**config.mk**
```make
export PLATFORM = sky130hd
export DESIGN_NAME = hdmi_island_scheduler_flat
export DESIGN_NICKNAME = d
export VERILOG_FILES = /design/src/rtl/hdmi_pkg.sv /design/src/rtl/hdmi_island_scheduler_if.sv /design/src/rtl/hdmi_bch_lane.sv /design/src/rtl/hdmi_island_scheduler.sv /design/src/flat_wrapper.sv
export SDC_FILE = /design/constraint.sdc
export NUM_CORES = 1
export LEC_CHECK = 0
export ABC_AREA = 1
export BUFFER_PORTS_ARGS = -buffer_cell sky130_fd_sc_hd__buf_2
export CELL_PAD_IN_SITES_DETAIL_PLACEMENT = 0
export CELL_PAD_IN_SITES_GLOBAL_PLACEMENT = 1
export CORE_MARGIN = 2
export CORE_UTILIZATION = 25
export CTS_CLUSTER_DIAMETER = 50
export DETAILED_ROUTE_END_ITERATION = 10
export PLACE_DENSITY = 0.55
export SLEW_MARGIN = 30
export SYNTH_ARGS = -nofsm -noshare
export SYNTH_HDL_FRONTEND = slang
export SYNTH_SLANG_ARGS = --single-unit
```
**constraint.sdc**
```tcl
create_clock -name clk -period 29.4 [get_ports clk]
set_input_delay 5.88 -clock clk [delete_from_list [all_inputs] [get_ports clk]]
set_output_delay 5.88 -clock clk [all_outputs]
set_load 0.05 [all_outputs]
```
**src/rtl/hdmi_pkg.sv**
```systemverilog
// Shared types, symbol tables and BCH helper
// for the HDMI data-island scheduler.
package hdmi_pkg;

  localparam int ISLAND_PRE_LEN = 8;
  localparam int GUARD_LEN      = 2;
  localparam int PKT_LEN        = 32;

  localparam logic [7:0] BCH_POLY  = 8'b10000011;
  localparam logic [9:0] PRE_SYM   = 10'b0010101011;
  localparam logic [9:0] GUARD_SYM = 10'b0100110011;

  typedef enum logic [2:0] {
    S_IDLE,
    S_PRE,
    S_LGRD,
    S_DATA,
    S_TGRD
  } state_t;

  typedef struct packed {
    logic [223:0] body;
    logic [23:0]  hdr;
  } pkt_t;

  function automatic logic [9:0] terc4(input logic [3:0] d);
    logic [9:0] s;
    case (d)
      4'h0: s = 10'b1010011100;
      4'h1: s = 10'b1001100011;
      4'h2: s = 10'b1011100100;
      4'h3: s = 10'b1011100010;
      4'h4: s = 10'b0101110001;
      4'h5: s = 10'b0100011110;
      4'h6: s = 10'b0110001110;
      4'h7: s = 10'b0100111100;
      4'h8: s = 10'b1011001100;
      4'h9: s = 10'b0100111001;
      4'ha: s = 10'b0110011100;
      4'hb: s = 10'b1011000110;
      4'hc: s = 10'b1010001110;
      4'hd: s = 10'b1001110001;
      4'he: s = 10'b0101100011;
      default: s = 10'b1011000011;
    endcase
    return s;
  endfunction

  // c = {vsync, hsync}
  function automatic logic [9:0] ctl_token(input logic [1:0] c);
    logic [9:0] s;
    case (c)
      2'b00: s = 10'b1101010100;
      2'b01: s = 10'b0010101011;
      2'b10: s = 10'b0101010100;
      default: s = 10'b1010101011;
    endcase
    return s;
  endfunction

  function automatic logic [7:0] bch_step(
    input logic [7:0] e,
    input logic       d
  );
    return (e >> 1) ^ ((e[0] ^ d) ? BCH_POLY : 8'h00);
  endfunction

endpackage

```
**src/rtl/hdmi_island_scheduler_if.sv**
```systemverilog
// Packet handshake bundle into the
// data-island scheduler FIFO.
interface hdmi_island_scheduler_if;
  logic         pkt_valid;
  logic         pkt_ready;
  logic [23:0]  pkt_hdr;
  logic [223:0] pkt_body;

  modport master (
    output pkt_valid, pkt_hdr, pkt_body,
    input  pkt_ready
  );

  modport slave (
    input  pkt_valid, pkt_hdr, pkt_body,
    output pkt_ready
  );
endinterface

```
**src/rtl/hdmi_bch_lane.sv**
```systemverilog
// Serialises header or subpacket data LSB
// first, then the BCH parity byte.
module hdmi_bch_lane
  import hdmi_pkg::*;
#(
  parameter int BITS_PER_CLK = 1,
  localparam int DATA_BITS =
    (BITS_PER_CLK == 1) ? 24 : 56
) (
  input  logic                    clk,
  input  logic                    rst,
  input  logic                    load,
  input  logic                    step,
  input  logic                    par,
  input  logic [DATA_BITS-1:0]    data_in,
  output logic [BITS_PER_CLK-1:0] bits_out
);

  logic [DATA_BITS-1:0] sh;
  logic [7:0]           ecc;
  logic [7:0]           ecc_nxt;

  always_comb begin
    ecc_nxt = ecc;
    for (int i = 0; i < BITS_PER_CLK; i++)
      ecc_nxt = bch_step(ecc_nxt, sh[i]);
  end

  always_ff @(posedge clk) begin
    if (rst) begin
      sh  <= '0;
      ecc <= '0;
    end else if (load) begin
      sh  <= data_in;
      ecc <= '0;
    end else if (step) begin
      if (par) begin
        ecc <= ecc >> BITS_PER_CLK;
      end else begin
        ecc <= ecc_nxt;
        sh  <= sh >> BITS_PER_CLK;
      end
    end
  end

  assign bits_out = par ? ecc[BITS_PER_CLK-1:0]
                        : sh[BITS_PER_CLK-1:0];

endmodule

```
**src/rtl/hdmi_island_scheduler.sv**
```systemverilog
// Data-island scheduler: packet FIFO, blank
// counter, island FSM and TERC4 symbol output.
module hdmi_island_scheduler
  import hdmi_pkg::*;
#(
  parameter int MAX_PACKETS  = 3,
  parameter int FIFO_DEPTH   = 4,
  parameter int ISLAND_START = 8,
  localparam int LW = $clog2(FIFO_DEPTH) + 1
) (
  input  logic                   clk,
  input  logic                   rst,
  input  logic                   de,
  input  logic                   hsync,
  input  logic                   vsync,
  hdmi_island_scheduler_if.slave pkt_if,
  output logic [29:0]            sym,
  output logic                   sym_active,
  output logic [LW-1:0]          fifo_level,
  output logic                   abort
);

  localparam int AW = $clog2(FIFO_DEPTH);
  localparam int PW = $clog2(MAX_PACKETS + 1);
  localparam int BW = $clog2(ISLAND_START + 2);

  state_t         state, state_d;
  logic           de_q;
  logic [BW-1:0]  bc;
  logic [4:0]     cnt;
  logic [PW-1:0]  pkt_idx, n_pk, n_d;
  pkt_t           mem [FIFO_DEPTH];
  pkt_t           head;
  logic [AW-1:0]  wr_ptr, rd_ptr;
  logic           push, pop, start, kill;
  logic           last_pkt, pkt_start;
  logic           hdr_bit;
  logic [3:0][1:0] sp_bits;
  logic [1:0]     c;
  logic [3:0]     ch0_n;
  logic [29:0]    sym_d;
  logic           active_d;

  assign c = {vsync, hsync};
  assign pkt_if.pkt_ready =
    (fifo_level != LW'(FIFO_DEPTH));
  assign push = pkt_if.pkt_valid & pkt_if.pkt_ready;
  assign head = mem[rd_ptr];

  assign start = ~de & (bc == BW'(ISLAND_START))
               & (fifo_level != '0);
  assign kill = de & ~de_q & (state != S_IDLE);
  assign last_pkt = (pkt_idx + PW'(1)) == n_pk;
  assign pkt_start = ~kill & (
    (state == S_LGRD && cnt == 5'(GUARD_LEN - 1)) ||
    (state == S_DATA && cnt == 5'(PKT_LEN - 1) &&
     !last_pkt));
  assign pop = pkt_start & (fifo_level != '0);

  always_comb begin
    if (fifo_level > LW'(MAX_PACKETS))
      n_d = PW'(MAX_PACKETS);
    else
      n_d = PW'(fifo_level);
  end

  always_ff @(posedge clk) begin
    if (rst) state <= S_IDLE;
    else     state <= state_d;
  end

  always_comb begin
    state_d = state;
    unique case (state)
      S_IDLE:
        if (start) state_d = S_PRE;
      S_PRE:
        if (cnt == 5'(ISLAND_PRE_LEN - 1))
          state_d = S_LGRD;
      S_LGRD:
        if (cnt == 5'(GUARD_LEN - 1))
          state_d = S_DATA;
      S_DATA:
        if (cnt == 5'(PKT_LEN - 1) && last_pkt)
          state_d = S_TGRD;
      S_TGRD:
        if (cnt == 5'(GUARD_LEN - 1))
          state_d = S_IDLE;
      default: state_d = S_IDLE;
    endcase
    if (kill) state_d = S_IDLE;
  end

  always_comb begin
    sym_d    = '0;
    active_d = 1'b0;
    ch0_n    = {(cnt != '0) || (pkt_idx != '0),
                hdr_bit, c};
    unique case (state)
      S_PRE: begin
        active_d = 1'b1;
        sym_d = {PRE_SYM, PRE_SYM, ctl_token(c)};
      end
      S_LGRD, S_TGRD: begin
        active_d = 1'b1;
        sym_d = {GUARD_SYM, GUARD_SYM,
                 terc4({2'b11, c})};
      end
      S_DATA: begin
        active_d = 1'b1;
        sym_d = {
          terc4({sp_bits[3][1], sp_bits[2][1],
                 sp_bits[1][1], sp_bits[0][1]}),
          terc4({sp_bits[3][0], sp_bits[2][0],
                 sp_bits[1][0], sp_bits[0][0]}),
          terc4(ch0_n)};
      end
      default: ;
    endcase
    if (kill) begin
      sym_d    = '0;
      active_d = 1'b0;
    end
  end

  always_ff @(posedge clk) begin
    if (rst) begin
      sym        <= '0;
      sym_active <= 1'b0;
      abort      <= 1'b0;
    end else begin
      sym        <= sym_d;
      sym_active <= active_d;
      if (kill) abort <= 1'b1;
    end
  end

  // bc saturates above ISLAND_START so each blank starts at most once
  always_ff @(posedge clk) begin
    if (rst) begin
      de_q <= 1'b0;
      bc   <= '0;
    end else begin
      de_q <= de;
      if (de)
        bc <= '0;
      else if (bc != '1)
        bc <= bc + BW'(1);
    end
  end

  always_ff @(posedge clk) begin
    if (rst) begin
      cnt     <= '0;
      pkt_idx <= '0;
      n_pk    <= '0;
    end else begin
      if (state_d != state || pkt_start ||
          state_d == S_IDLE)
        cnt <= '0;
      else
        cnt <= cnt + 5'd1;
      if (state == S_IDLE) begin
        pkt_idx <= '0;
        if (start) n_pk <= n_d;
      end else if (state == S_DATA && pkt_start) begin
        pkt_idx <= pkt_idx + PW'(1);
      end
    end
  end

  always_ff @(posedge clk) begin
    if (push)
      mem[wr_ptr] <= {pkt_if.pkt_body, pkt_if.pkt_hdr};
  end

  always_ff @(posedge clk) begin
    if (rst) begin
      wr_ptr     <= '0;
      rd_ptr     <= '0;
      fifo_level <= '0;
    end else begin
      if (push) wr_ptr <= wr_ptr + AW'(1);
      if (pop)  rd_ptr <= rd_ptr + AW'(1);
      case ({push, pop})
        2'b10: fifo_level <= fifo_level + LW'(1);
        2'b01: fifo_level <= fifo_level - LW'(1);
        default: ;
      endcase
    end
  end

  hdmi_bch_lane #(.BITS_PER_CLK(1)) u_hdr (
    .clk      (clk),
    .rst      (rst),
    .load     (pop),
    .step     (state == S_DATA),
    .par      (cnt >= 5'd24),
    .data_in  (head.hdr),
    .bits_out (hdr_bit)
  );

  for (genvar i = 0; i < 4; i++) begin : g_sp
    hdmi_bch_lane #(.BITS_PER_CLK(2)) u_sp (
      .clk      (clk),
      .rst      (rst),
      .load     (pop),
      .step     (state == S_DATA),
      .par      (cnt >= 5'd28),
      .data_in  (head.body[56*i +: 56]),
      .bits_out (sp_bits[i])
    );
  end

endmodule

```
**src/flat_wrapper.sv**
```systemverilog
// flat-port wrapper written by rule: the top's interface ports become plain ports
module hdmi_island_scheduler_flat import hdmi_pkg::*;
#(
  parameter int MAX_PACKETS  = 3,
  parameter int FIFO_DEPTH   = 4,
  parameter int ISLAND_START = 8,
  localparam int LW = $clog2(FIFO_DEPTH) + 1
)
  (clk, rst, de, hsync, vsync, sym, sym_active, fifo_level, abort, pkt_if_pkt_valid, pkt_if_pkt_hdr, pkt_if_pkt_body, pkt_if_pkt_ready);
  hdmi_island_scheduler_if pkt_if_i ();
  input  logic clk;
  input  logic rst;
  input  logic de;
  input  logic hsync;
  input  logic vsync;
  output logic [29:0] sym;
  output logic sym_active;
  output logic [LW-1:0] fifo_level;
  output logic abort;
  input wire logic [$bits(pkt_if_i.pkt_valid)-1:0] pkt_if_pkt_valid;
  input wire logic [$bits(pkt_if_i.pkt_hdr)-1:0] pkt_if_pkt_hdr;
  input wire logic [$bits(pkt_if_i.pkt_body)-1:0] pkt_if_pkt_body;
  output wire logic [$bits(pkt_if_i.pkt_ready)-1:0] pkt_if_pkt_ready;
  assign pkt_if_i.pkt_valid = pkt_if_pkt_valid;
  assign pkt_if_i.pkt_hdr = pkt_if_pkt_hdr;
  assign pkt_if_i.pkt_body = pkt_if_pkt_body;
  assign pkt_if_pkt_ready = pkt_if_i.pkt_ready;
  hdmi_island_scheduler #(.MAX_PACKETS(MAX_PACKETS), .FIFO_DEPTH(FIFO_DEPTH), .ISLAND_START(ISLAND_START)) u_core (.clk(clk), .rst(rst), .de(de), .hsync(hsync), .vsync(vsync), .pkt_if(pkt_if_i), .sym(sym), .sym_active(sym_active), .fifo_level(fifo_level), .abort(abort));
endmodule
```
==> load_flow_metrics.sql, run 1 <==
INSERT INTO impl_metrics (metric_group, metric, value, unit) VALUES
('status', 'outcome', 'finished, final reports clean', ''),
('cts', 'worst_setup_hold_path_clk_slew', '60', 'ps'),
('global_route', 'first_global_vias', '34153', ''),
('cts', 'post_cts_setup_repair_buffer_count', '0', ''),
('critical_path', 'worst_r2r_startpoint', 'u_core.cnt[0]', ''),
('cts', 'hold_buffers', '0', ''),
('drt', 'final_antenna_net_count', '0', ''),
('critical_path', 'reg2reg_slack', '24770', 'ps'),
('logic_synthesis', 'synth.yosys.seq_area_share', '70.0', '%'),
('timing', 'pin_slew_with_the_least_headroom_to_its_limit', '1100', 'ps'),
('drt', 'route.detailed.wl_per_inst', '18.7', 'um'),
('placement', 'place_area', '0.0567', 'sq mm'),
('global_route', 'global_route.overflow_total', '0', ''),
('pwr', 'p_seq_share', '47.9', '%'),
('placement', 'detailed_place_hpwl', '80.6', 'mm'),
('finish', 'fillers', '21451', ''),
('pwr', 'power_frac_comb', '3.0', '%'),
('logic_synthesis', 'postSynthRegisterBits', '1338', ''),
('logic_synthesis', 'ys_types', '36', ''),
('placement', 'gp_congestion', '0.726', ''),
('cts', 'clock_sinks', '1338', ''),
('critical_path', 'cp_data_required_time', '30160', 'ps'),
('critical_path', 'crit_family', 'buffers and inverters', ''),
('flow_run', 'cap_violations', '0', ''),
('finish', 'nNetsFinal', '5227', ''),
('critical_path', 'timing_worst_setup_path_type', 'in2reg', ''),
('logic_synthesis', 'synthesized_instance_count', '4733', ''),
('logic_synthesis', 'synthesis.nets', '5021', ''),
('finish', 'drive_above_1_share', '12.8', '%'),
('cts', 'cts_max_path_buffers', '3', ''),
('global_route', 'grt_pass1_wl', '221', 'mm'),
('pwr', 'power_density', '69.9', 'mW/mm^2'),
('finish', 'layout_commonest_cell', 'sky130_fd_sc_hd__nor2_1', ''),
('pwr', 'switching_share', '22.3', '%'),
('pwr', 'irDropWorstVdd', '0.0576', 'mV'),
('critical_path', 'timing.critical_path.mode_cell', 'sky130_fd_sc_hd__nor2_1', ''),
('global_route', 'groute.usage.overall', '13.7', '%'),
('finish', 'multi_input_comb_area', '0.0141', 'sq mm'),
('critical_path', 'crit_path_cell_trace', 'buf_2 > inv_1 > nor2_1 > nand2_2 > inv_2 > a21oi_4 > nand2_8 > nand2_8 > buf_4 > buf_4 > buf_12 > nor2_1 > nor2_1', ''),
('floorplan', 'core_region_area', '0.209', 'sq mm'),
('critical_path', 'timing.critical_path.from', 'de', ''),
('pwr', 'internal_power_of_the_cells', '3.42', 'mW'),
('drt', 'firstDrtPassIters', '7', ''),
('floorplan', 'floorplan.rows', '168', ''),
('critical_path', 'critical_path.max_stage_delay', '780', 'ps'),
('timing', 'post-route-period-util', '30.2', '%'),
('floorplan', 'io-pin-count', '290', ''),
('drt', 'drt_iter0_markers', '2171', ''),
('finish', 'final_cell_area', '0.0629', 'sq mm'),
('critical_path', 'startpoint_type_of_the_worst_setup_path', 'primary input', ''),
('cts', 'clock_tree.root_cell', 'sky130_fd_sc_hd__clkbuf_16', ''),
('pwr', 'power.total', '4.40', 'mW'),
('critical_path', 'cp_data_arrival_time', '9630', 'ps'),
('timing', 'report.final.hold_viol_count', '0', ''),
('min_path', 'holdCritPathClass', 'reg2reg', ''),
('floorplan', 'die-area', '0.214', 'sq mm'),
('timing', 'finalCriticalPeriod', '8870', 'ps'),
('cts', 'cts_resized', '0', ''),
('critical_path', 'crit_path_end', 'u_core.g_sp[2].u_sp.sh[34]', ''),
('finish', 'syn2layout_area_growth', '20.0', '%'),
('critical_path', 'rr_worst_depth', '15', ''),
('critical_path', 'reg2reg_to', 'u_core.g_sp[2].u_sp.sh[34]', ''),
('timing', 'maxClockFrequency', '113', 'MHz'),
('finish', 'layout.area.seq', '0.0367', 'sq mm'),
('placement', 'port_buffers', '289', ''),
('logic_synthesis', 'syn_avg_cell_area', '11.1', 'sq um'),
('cts', 'clock_latency', '830', 'ps'),
('cts', 'ctsHtreeMaxLevel', '4', ''),
('finish', 'final_cell_mix', '1263 x sky130_fd_sc_hd__nor2_1, 992 x sky130_fd_sc_hd__edfxtp_1, 556 x sky130_fd_sc_hd__o21ai_0, 435 x sky130_fd_sc_hd__nand2_1, 344 x sky130_fd_sc_hd__dfxtp_1', ''),
('logic_synthesis', 'synth_warnings', '0', ''),
('logic_synthesis', 'netlist_area', '0.0525', 'sq mm');
==> worst min-delay path: stages (launching register included) <==
cell                      delay, ps
sky130_fd_sc_hd__dfxtp_1        290
sky130_fd_sc_hd__inv_1           50
sky130_fd_sc_hd__a21oi_1         60
==> synth_stat cells <==
| cell | count | share of area [%] |
|---|---|---|
| sky130_fd_sc_hd__nor2_1 | 1268 | 9.1 |
| sky130_fd_sc_hd__edfxtp_1 | 992 | 57 |
| sky130_fd_sc_hd__o21ai_0 | 556 | 5.3 |
| sky130_fd_sc_hd__nand2_1 | 435 | 3.1 |
| sky130_fd_sc_hd__dfxtp_1 | 346 | 13 |
| sky130_fd_sc_hd__o22ai_1 | 243 | 2.9 |
| sky130_fd_sc_hd__o211ai_1 | 225 | 3.2 |
| sky130_fd_sc_hd__clkbuf_1 | 215 | 1.5 |
| sky130_fd_sc_hd__a21oi_1 | 95 | 0.91 |
| sky130_fd_sc_hd__inv_1 | 86 | 0.62 |
| sky130_fd_sc_hd__buf_2 | 85 | 0.81 |
| sky130_fd_sc_hd__nand3_1 | 67 | 0.64 |
| sky130_fd_sc_hd__ha_1 | 33 | 0.79 |
| sky130_fd_sc_hd__buf_1 | 14 | 0.10 |
| sky130_fd_sc_hd__inv_2 | 8 | 0.057 |
| sky130_fd_sc_hd__xnor2_1 | 8 | 0.13 |
| sky130_fd_sc_hd__xor2_1 | 8 | 0.13 |
| sky130_fd_sc_hd__a211oi_1 | 6 | 0.086 |
| sky130_fd_sc_hd__a31oi_1 | 6 | 0.072 |
| sky130_fd_sc_hd__nand3b_1 | 5 | 0.072 |
| sky130_fd_sc_hd__o21ai_1 | 4 | 0.038 |
| sky130_fd_sc_hd__buf_4 | 3 | 0.043 |
| sky130_fd_sc_hd__nand2_2 | 3 | 0.036 |
| sky130_fd_sc_hd__nor2_2 | 3 | 0.036 |
| sky130_fd_sc_hd__nor3_1 | 3 | 0.029 |
| sky130_fd_sc_hd__or2_2 | 3 | 0.036 |
| sky130_fd_sc_hd__a22oi_1 | 2 | 0.029 |
| sky130_fd_sc_hd__nand2_4 | 2 | 0.043 |
| sky130_fd_sc_hd__o21ai_2 | 2 | 0.033 |
| sky130_fd_sc_hd__a2111oi_0 | 1 | 0.017 |
| sky130_fd_sc_hd__a21oi_4 | 1 | 0.031 |
| sky130_fd_sc_hd__clkinv_1 | 1 | 0.0071 |
| sky130_fd_sc_hd__fa_1 | 1 | 0.038 |
| sky130_fd_sc_hd__nand4_1 | 1 | 0.012 |
| sky130_fd_sc_hd__nor4_1 | 1 | 0.012 |
| sky130_fd_sc_hd__o221ai_1 | 1 | 0.017 |
==> cells by family after synthesis <==
logic type | Yosys count | share of synthesized area (%)
fa+ha+maj | 34 | 0.825
xor+xnor | 16 | 0.267
buf+inv | 412 | 3.17
flops | 1338 | 70.0
compound gates | 1142 | 12.7
simple gates | 1791 | 13.1
==> per-stage QoR <==
step	util [%]	cells	setup slack, ps
2_1_floorplan	-	4733	12150
3_3_place_gp	27.1	7558	19340
3_5_place_dp	27.1	7561	19340
4_1_cts	30.0	7889	20220
5_1_grt	30.1	7905	20100
6_report	30.1	7920	20530
==> worst min-delay path by stage <==
| stage | start | end | slack, ps | depth (start not counted) |
|---|---|---|---|---|
| 2_1_floorplan | u_core.rd_ptr[1] | flip-flop | 440 | 2 |
| 3_3_place_gp | u_core.rd_ptr[1] | flip-flop | 440 | 2 |
| 3_5_place_dp | u_core.rd_ptr[1] | flip-flop | 450 | 2 |
| 4_1_cts | u_core.rd_ptr[1] | flip-flop | 460 | 2 |
| 5_1_grt | u_core.g_sp[2].u_sp.ecc[5] | u_core.g_sp[2].u_sp.ecc[5] | 480 | 2 |
| 6_report | u_core.rd_ptr[1] | flip-flop | 460 | 2 |
==> per-layer routing <==
| layer | GRT usage, % | up-vias | wire [um] |
|---|---|---|---|
| met1 | 18.0 | 17102 | 67600 |
| met5 | 0 | - | 432 |
| met4 | 4.23 | 68 | 3750 |
| met2 | 21.9 | 679 | 68100 |
| li1 | - | 17234 | - |
| met3 | 3.81 | 340 | 8550 |
==> power groups by stage <==
| stage | clock, mW | combinational (mW) | sequential (mW) |
|---|---|---|---|
| 2_1_floorplan | 0 | 0.0619 | 2.17 |
| 3_3_place_gp | 0 | 0.135 | 2.15 |
| 3_5_place_dp | 0 | 0.137 | 2.15 |
| 4_1_cts | 2.23 | 0.137 | 2.11 |
| 5_1_grt | 2.31 | 0.148 | 2.11 |
| 6_report | 2.16 | 0.132 | 2.11 |
==> sequential cells by signal (all words and copies together), names as in the netlist, named ones only <==
signal and count:
u_core.abort 1, u_core.bc 4, u_core.cnt 5, u_core.de_q 1, u_core.fifo_level 3, u_core.g_sp.u_sp.ecc 32, u_core.g_sp.u_sp.sh 224, u_core.mem 992
u_core.n_pk 2, u_core.pkt_idx 2, u_core.rd_ptr 2, u_core.state 3, u_core.sym 30, u_core.sym_active 1, u_core.u_hdr.ecc 8, u_core.u_hdr.sh 24
u_core.wr_ptr 2
==> cell type report <==
| class | count | area share (%) |
|---|---|---|
| Antenna cell | 25 | 0.0994 |
| Sequential cell | 1338 | 58.3 |
| Inverter | 95 | 0.614 |
| Tap cell | 2805 | 5.58 |
| Clock inverter | 109 | 2.08 |
| Clock buffer | 219 | 7.45 |
| Multi-Input combinational cell | 2983 | 22.5 |
| Timing Repair Buffer | 346 | 3.36 |
Power figures use the tool's default switching activity.
==> inputs of run 2 (changes only) <==
==> constraint.sdc (replaced) <==
create_clock -name clk -period 9.1 [get_ports clk]
set_input_delay 1.82 -clock clk [delete_from_list [all_inputs] [get_ports clk]]
set_output_delay 1.82 -clock clk [all_outputs]
set_load 0.05 [all_outputs]
==> run 2 against run 1 <==
Net effect: design area hardly changed; wire length is 0.61% lower; flip-flop and latch count stayed put; register-to-register slack worse by 19000 ps; non-clock buffer count is 11 lower; worst hold slack worse by 3.3 ps; sequential share of layout area hardly changed; largest power group unchanged; clock skew is 12 ps lower.
==> load_flow_metrics.sql, run 2 (same netlist as run 1, synthesis figures left out) <==
INSERT INTO impl_metrics (metric_group, metric, value, unit) VALUES
('pwr', 'switching_share', '21.8', '%'),
('critical_path', 'timing.critical_path.to_type', 'flip-flop', ''),
('placement', 'gp_congestion', '0.728', ''),
('floorplan', 'die_height', '462', 'um'),
('pwr', 'power.net_switching', '3.13', 'mW'),
('finish', 'drive_above_1_share', '12.6', '%'),
('finish', 'nNetsFinal', '5219', ''),
('flow_run', 'cap_violations', '0', ''),
('drt', 'firstDrtPassIters', '7', ''),
('drt', 'final_antenna_net_count', '0', ''),
('global_route', 'global_route.overflow_total', '0', ''),
('global_route', 'grt_pass1_wl', '219', 'mm'),
('finish', 'postLayoutCoreUtil', '30.1', '%'),
('floorplan', 'core_region_area', '0.209', 'sq mm'),
('cts', 'clock_sinks', '1338', ''),
('floorplan', 'floorplan.rows', '168', ''),
('finish', 'register_with_the_highest_flop_count', 'u_core.mem', ''),
('min_path', 'holdCritPathClass', 'reg2reg', ''),
('floorplan', 'initial_core_util', '25.1', '%'),
('global_route', 'first_global_vias', '34024', ''),
('timing', 'post-route-period-util', '45.2', '%'),
('global_route', 'grt_antenna_before_repair', '101', ''),
('drt', 'drc_errors', '0', ''),
('cts', 'hold_buffers', '0', ''),
('critical_path', 'crit_path_cell_trace', 'buf_2 > inv_1 > nor2_1 > nand2_2 > inv_2 > a21oi_4 > nand2_8 > buf_4 > buf_4 > nand2_1 > o211ai_1 > nor2_1', ''),
('cts', 'worst_setup_hold_path_clk_slew', '50', 'ps'),
('critical_path', 'cp_data_arrival_time', '4800', 'ps'),
('floorplan', 'die-area', '0.214', 'sq mm'),
('pwr', 'power_frac_comb', '3.0', '%'),
('pwr', 'p_seq_share', '47.4', '%'),
('finish', 'layout_commonest_cell', 'sky130_fd_sc_hd__nor2_1', ''),
('timing', 'finalCriticalPeriod', '4110', 'ps'),
('drt', 'wl_met1', '66.4', 'mm'),
('timing', 'timing.clock.skew', '55.5', 'ps'),
('timing', 'slew_violations', '0', ''),
('critical_path', 'crit_path_end', 'u_core.g_sp[2].u_sp.sh[21]', ''),
('timing', 'grt_setup_unrepaired', 'no', ''),
('drt', 'route.met2.wl', '68.7', 'mm'),
('timing', 'post_route_hold_slack', '453', 'ps'),
('pwr', 'cellLeakagePower', '21.7', 'nW'),
('critical_path', 'critical_path.max_stage_delay', '760', 'ps'),
('drt', 'drt_iter0_markers', '1958', ''),
('drt', 'met3_wirelength', '8.38', 'mm'),
('status', 'outcome', 'finished, final reports clean', ''),
('global_route', 'groute.usage.overall', '13.5', '%'),
('timing', 'total_of_endpoints_with_negative_setup_slack_in_the_final_report', '0', ''),
('drt', 'drt_wl_total', '148', 'mm'),
('critical_path', 'timing_worst_setup_path_type', 'in2reg', ''),
('critical_path', 'timing.critical_path.from', 'de', ''),
('critical_path', 'critPathMaxFanout', '94', ''),
('timing', 'pin_slew_with_the_least_headroom_to_its_limit', '1020', 'ps'),
('finish', 'syn2layout_area_growth', '20.1', '%'),
('timing', 'report.final.hold_viol_count', '0', ''),
('pwr', 'irDropWorstVdd', '0.179', 'mV'),
('finish', 'reg_top3', 'u_core.mem x992, u_core.g_sp.u_sp.sh x224, u_core.g_sp.u_sp.ecc x32', ''),
('placement', 'port_buffers', '289', ''),
('critical_path', 'rr_worst_depth', '13', ''),
('global_route', 'grt_start_max_net_pins', '207', ''),
('drt', 'vias_per_cell', '4.47', ''),
('critical_path', 'worst_r2r_startpoint', 'u_core.cnt[0]', ''),
('critical_path', 'reg2reg_to', 'u_core.g_sp[3].u_sp.sh[5]', ''),
('pwr', 'power_density', '228', 'mW/mm^2'),
('cts', 'clock_latency', '810', 'ps'),
('cts', 'post_cts_setup_repair_buffer_count', '0', ''),
('pwr', 'power.clock.fraction', '49.6', '%'),
('timing', 'timing.setup.tns', '0', 'ps'),
('cts', 'cts_max_path_buffers', '3', ''),
('cts', 'cts_resized', '0', ''),
('timing', 'maxClockFrequency', '243', 'MHz'),
('cts', 'tritoncts_buffer_count', '178', ''),
('cts', 'ctsHtreeMaxLevel', '4', ''),
('critical_path', 'reg2reg_slack', '5290', 'ps'),
('timing', 'slew_headroom', '31.9', '%'),
('cts', 'clock_tree.root_cell', 'sky130_fd_sc_hd__clkbuf_16', ''),
('pwr', 'power.total', '14.4', 'mW'),
('placement', 'detailed_place_hpwl', '78.3', 'mm'),
('pwr', 'internal_power_of_the_cells', '11.2', 'mW'),
('cts', 'tritoncts', 'done', ''),
('critical_path', 'cp_data_required_time', '9790', 'ps'),
('finish', 'largest_register_ff_count', '992', ''),
('floorplan', 'dieWidth', '462', 'um'),
('critical_path', 'startpoint_type_of_the_worst_setup_path', 'primary input', ''),
('drt', 'vias', '35349', ''),
('critical_path', 'critPathSlowestCell', 'sky130_fd_sc_hd__buf_4', ''),
('drt', 'route.detailed.wl_per_inst', '18.7', 'um'),
('floorplan', 'io-pin-count', '290', ''),
('drt', 'top_layer_used', 'met5', ''),
('finish', 'final_cell_mix', '1263 x sky130_fd_sc_hd__nor2_1, 992 x sky130_fd_sc_hd__edfxtp_1, 556 x sky130_fd_sc_hd__o21ai_0, 435 x sky130_fd_sc_hd__nand2_1, 344 x sky130_fd_sc_hd__dfxtp_1', '');
==> run 2: worst min-delay path by stage <==
stage | slack (ps) | cells past startpoint | to | from
floorplan | 440 | 2 | flip-flop | u_core.rd_ptr[1]
global placement | 440 | 2 | flip-flop | u_core.rd_ptr[1]
detailed placement | 450 | 2 | u_core.u_hdr.sh[23] | u_core.u_hdr.sh[23]
CTS | 450 | 1 | flip-flop | u_core.rd_ptr[0]
global route | 480 | 2 | u_core.g_sp[0].u_sp.ecc[4] | u_core.g_sp[0].u_sp.ecc[4]
finish | 450 | 1 | flip-flop | u_core.rd_ptr[0]
==> run 2: layout make-up <==
| class | count | area, sq um |
|---|---|---|
| flip-flops and latches | 1338 | 36700 |
| clock buffers | 229 | 4820 |
| inverters | 95 | 387 |
| fillers | 21392 | 146000 |
| clock inverters | 105 | 1290 |
| diodes | 20 | 50.0 |
| well taps | 2805 | 3510 |
| multi-input cells | 2983 | 14100 |
| repair buffers | 335 | 2050 |
==> run 2: power groups by stage <==
stage	combinational (mW)	sequential [mW]	clock (mW)
after floorplan	0.200	7.02	0
after global placement	0.435	6.94	0
after detailed placement	0.442	6.94	0
after CTS	0.443	6.81	7.35
after global routing	0.478	6.82	7.58
final	0.426	6.81	7.13
==> run 2: critical path, delay by kind of cell <==
kind,cells,cell delay (ps)
and+or+nand+nor,5,820
AOI/OAI and AO/OA,2,180
buffers and inverters,5,1810
==> run 2: per-layer routing <==
layer / vias up / global-route usage [%]
li1: 17240 / -
met1: 17007 / 17.4
met2: 680 / 22.1
met3: 350 / 3.73
met4: 72 / 4.15
met5: - / 0
==> run 2: stage by stage <==
step	setup slack, ps	cell area, sq um	std cells
final	4990	63000	7910
after global routing	4680	63000	7898
after CTS	5030	62800	7886
after detailed placement	4120	56700	7552
after global placement	4160	56700	7552
after floorplan	-4090	52500	4733
